## src/rtl/wb_regfile.sv

```systemverilog
// Writeback-stage register file: WB mux, 32 x XLEN integer registers (x0 reads zero),
// two combinational decode read ports and a wrapping retired-write counter.
// Optional macro WB_BYPASS_EN: same-cycle write-through from writeback to the read ports.
module wb_regfile #(
    parameter int XLEN  = 32,
    parameter int CNT_W = 32
) (
    input  logic             clk,
    input  logic             rst,
    input  logic [4:0]       mem_wb_rd,
    input  logic             mem_wb_regwrite,
    input  logic             mem_wb_mem_to_reg,
    input  logic [XLEN-1:0]  mem_wb_alu_result,
    input  logic [XLEN-1:0]  mem_wb_mem_rdata,
    input  logic [4:0]       id_rs1,
    input  logic [4:0]       id_rs2,
    output logic [XLEN-1:0]  id_rs1_data,
    output logic [XLEN-1:0]  id_rs2_data,
    output logic [XLEN-1:0]  wb_data,
    output logic [CNT_W-1:0] wb_retire_cnt
);

    logic [XLEN-1:0]  regs [32];
    logic [CNT_W-1:0] retire_cnt;
    logic             commit;

    // Modulo-2^CNT_W increment; the counter wraps silently.
    function automatic logic [CNT_W-1:0] cnt_inc(input logic [CNT_W-1:0] c);
        return c + CNT_W'(1);
    endfunction

    assign wb_data = mem_wb_mem_to_reg ? mem_wb_mem_rdata : mem_wb_alu_result;
    assign commit  = rst && mem_wb_regwrite && (mem_wb_rd != 5'd0);

    // Entry 0 is cleared on reset and never written, so it always holds zero.
    always_ff @(posedge clk) begin
        if (!rst) begin
            for (int i = 0; i < 32; i++) begin
                regs[i] <= '0;
            end
            retire_cnt <= '0;
        end else if (commit) begin
            regs[mem_wb_rd] <= wb_data;
            retire_cnt      <= cnt_inc(retire_cnt);
        end
    end

    always_comb begin
        id_rs1_data = regs[id_rs1];
`ifdef WB_BYPASS_EN
        if (commit && (id_rs1 == mem_wb_rd)) id_rs1_data = wb_data;
`endif
        if (!rst || (id_rs1 == 5'd0)) id_rs1_data = '0;
    end

    always_comb begin
        id_rs2_data = regs[id_rs2];
`ifdef WB_BYPASS_EN
        if (commit && (id_rs2 == mem_wb_rd)) id_rs2_data = wb_data;
`endif
        if (!rst || (id_rs2 == 5'd0)) id_rs2_data = '0;
    end

    assign wb_retire_cnt = retire_cnt;

endmodule
```

## config.mk

```make
export PLATFORM = sky130hd
export DESIGN_NAME = wb_regfile
export DESIGN_NICKNAME = d
export VERILOG_FILES = /design/src/rtl/wb_regfile.sv
export SDC_FILE = /design/constraint.sdc
export NUM_CORES = 2
export LEC_CHECK = 0
export BUFFER_PORTS_ARGS = -buffer_cell sky130_fd_sc_hd__buf_2
export CAP_MARGIN = 20
export CORE_ASPECT_RATIO = 1.25
export CORE_MARGIN = 2
export CORE_UTILIZATION = 65
export CTS_BUF_LIST = sky130_fd_sc_hd__clkbuf_4
export CTS_CLUSTER_DIAMETER = 30
export DETAILED_ROUTE_END_ITERATION = 10
export GPL_ROUTABILITY_DRIVEN = 1
export PLACE_DENSITY_LB_ADDON = 0.1
export SLEW_MARGIN = 10
export SYNTH_ARGS = -nofsm -noshare
export SYNTH_HDL_FRONTEND = slang
export SYNTH_SLANG_ARGS = --single-unit
```

## constraint.sdc

```tcl
create_clock -name clk -period 7.2 [get_ports clk]
set_clock_uncertainty 0.2 [all_clocks]
set_input_delay 1.08 -clock clk [delete_from_list [all_inputs] [get_ports clk]]
set_output_delay 1.08 -clock clk [all_outputs]
set_load 0.01 [all_outputs]
```

==> results.json <==
{
  "critical_path.most_common_cell": "buf_2",
  "stdcell_count": 5393,
  "avgViaCountPerCell": 7.59,
  "root_buffer": "clkbuf_4",
  "min_path_type": "primary input to register",
  "postCtsHoldBufs": 0,
  "ant_nets": 0,
  "yosys_most_used_dff": "edfxtp_1",
  "grt-ovfl-total": 0,
  "slowest_delay_ns": 1.12,
  "cp_max_fo": 37,
  "worst_ep_arrival_time_ns": 4.40,
  "leakage_nw": 21.7,
  "yosysWarnings": 0,
  "grt_pass1_wl_um": 273000,
  "row_count": 117,
  "synth_xor_area_share_pct": 0.0819,
  "synth_edf_count": 1024,
  "avgSynthCellArea_um2": 13.6,
  "place_hpwl_um": 109000,
  "ctsResizeCount": 0,
  "grt_pass1_vias": 40700,
  "yosysSeqAreaShare_pct": 58.7,
  "startpoint_type": "primary input",
  "grt_usage_pct": 46.2,
  "drtIter0Drc": 8187,
  "clk_latency_ns": 1.18,
  "outcome": "complete, but fails checks",
  "clk_pin_slew_ns": 0.06,
  "synthSimpleGateAreaFrac_pct": 10.6,
  "setup_tns_ns": 0,
  "syn_inst": 3933,
  "cts_tree": "yes",
  "post_cts_buffers": 0,
  "fp.dieArea_mm2": 0.0846,
  "p_int_mw": 10.3,
  "cts_buffer_depth": 4,
  "finalHoldViolCount": 0,
  "period_needed_ns": 5.68,
  "cp.required_ns": 5.92,
  "power_mw": 14.0,
  "multi_input_area_mm2": 0.0207,
  "fmax_mhz": 176,
  "synth_top_family_by_area": "multiplexers",
  "cap_viol_max_count": 0,
  "netlist_area_mm2": 0.0535,
  "cts_sinks": 1056,
  "violations": "design-rule violations",
  "firstDrtPassIters": 11,
  "wl_per_cell_um": 36.0,
  "crit_slowest_cell": "and2_2",
  "max-vdd-ir-drop_uv": 176,
  "nets": 4245,
  "place_inst": 4938,
  "p_sw_share_pct": 26.6,
  "combPwrFrac_pct": 12.5,
  "nFillCells": 5325,
  "final_layout_size_suffix_gt1_share_pct": 28.1,
  "powerDensity_mw_per_mm2": 236,
  "worstPathCellList": "buf_2 > nor3b_4 > buf_4 > and2_2 > nand2_1 > nand4_1 > buf_2",
  "die-height_um": 325,
  "port_buffers": 210,
  "antenna_found_initial": 11,
  "numCtsBuffers": 282,
  "async_flop_share_pct": 0,
  "rsz0062_at_grt": "false",
  "slew_headroom_pct": 16.0,
  "synth_compound_area_share_pct": 5.06,
  "p_sw_mw": 3.72,
  "utilization_pct": 72.6,
  "grt_max_degree": 94,
  "drt-total-wl_um": 194000,
  "critical_path_class": "primary input to output port",
  "period_share_pct": 78.9,
  "num_vias": 40900,
  "syn_to_final_growth_pct": 10.7,
  "drv_slew": 0,
  "synthDistinctLibCells": 53,
  "htreeDepth": 5,
  "setup_viol": 0,
  "seq_power_share_pct": 51.8,
  "worst_pin_slew_ns": 1.26,
  "gp_congestion": 0.905,
  "start_util_pct": 65.6,
  "synthMuxAreaShare_pct": 21.7,
  "p_clk_share_pct": 35.7,
  "ios": 211,
  "core_mm2": 0.0815,
  "drc": 2,
  "end_kind": "output port",
  "ys_seq_elements": 1056,
  "die_w_um": 261,
  "seqCellArea_mm2": 0.0314,
  "yosys.area_share.adder_pct": 0.0234
}
## cell usage after synthesis (18+ instances only)
library cell | instances | area [um^2]
a21oi_1 | 18 | 90.1
a22o_1 | 65 | 569
a22oi_1 | 191 | 1430
a31oi_1 | 63 | 394
buf_2 | 98 | 490
buf_4 | 26 | 195
clkbuf_1 | 274 | 1030
dfxtp_1 | 32 | 641
edfxtp_1 | 1024 | 30700
inv_1 | 38 | 143
mux2i_1 | 298 | 2980
mux4_2 | 383 | 8630
nand2_1 | 144 | 541
nand3_1 | 71 | 355
nand4_1 | 68 | 425
nor2_1 | 1007 | 3780
## critical path, delay by kind of cell
family | cells | cell delay (ns)
buffers and inverters | 3 | 1.37
AND/OR/NAND/NOR | 4 | 1.90
## final cells by class
| class | instances | share of cell area [%] |
|---|---|---|
| flip-flops and latches | 1056 | 53.0 |
| multi-input cells | 2451 | 35.0 |
| clock buffers | 376 | 4.77 |
| repair buffers | 331 | 4.04 |
| well taps | 1071 | 2.26 |
| clock inverters | 63 | 0.602 |
| inverters | 39 | 0.247 |
| diodes | 6 | 0.0254 |
## placed cells by master (no fill, tap or decap), types with 5 or more instances in the layout
master / n
edfxtp_1: 1024
nor2_1: 1003
mux4_2: 383
clkbuf_4: 376
mux2i_1: 266
buf_2: 205
a22oi_1: 191
nand2_1: 102
buf_4: 95
nand3_1: 71
nand4_1: 68
a22o_1: 65
a31oi_1: 63
clkinv_1: 43
inv_1: 38
nand2_2: 38
conb_1: 32
dfxtp_1: 32
mux2i_4: 23
a21oi_1: 18
buf_12: 17
o31ai_1: 13
or4_1: 13
clkinv_2: 12
mux2i_2: 9
nor4_1: 8
buf_16: 8
nand2b_1: 7
diode_2: 6
and3_1: 6
or3_1: 6
o21ai_0: 6
buf_8: 6
inv_2: 5
and4_1: 5
## power groups by stage
stage          Clock [mW]  Combinational, mW  Sequential, mW
3_3_place_gp            0               1.63            7.32
2_1_floorplan           0               1.05            7.30
4_1_cts              4.97               1.66            7.24
5_1_grt              5.27               1.77            7.27
3_5_place_dp            0               1.65            7.37
6_report             5.00               1.74            7.25
## per-layer routing
metal  track usage, %  routed length (um)  vias up
li1                 -                   -    15600
met1             57.2               58000    19700
met2             67.2               85200     4528
met3             19.8               35300     1130
met4             28.7               15600        8
met5                0                  49        -
## registers in the layout (all words and copies together) (netlist names)
name           flops
regs            1024
wb_retire_cnt     32
## through the flow
step	hold slack [ns]	setup WS, ns	area [um^2]
6_report	0.0849	1.52	59200
5_1_grt	0.0978	1.50	59200
4_1_cts	0.00103	1.72	59000
3_5_place_dp	0.277	1.73	55800
3_3_place_gp	0.253	1.70	55600
2_1_floorplan	0.286	3.41	53600
## final timing paths
kind                                      startpoint           endpoint  slack, ns  cells after the start
worst max register to register      wb_retire_cnt[8]  wb_retire_cnt[28]       4.94                      4
worst min-delay path            mem_wb_mem_rdata[12]        regs[7][12]       0.08                      3
worst min register to register     wb_retire_cnt[31]  wb_retire_cnt[31]       0.28                      2
worst max-delay path                             rst     id_rs2_data[3]       1.52                      7
## kinds of logic after synthesis
kind of cell    after synthesis
compound gates              364
xor+xnor                      5
fa+ha+maj                     1
buf+inv                     457
flops                      1056
mux                         681
other cells                   1
simple gates               1368
Note: power is estimated with default switching activity, not from simulation.
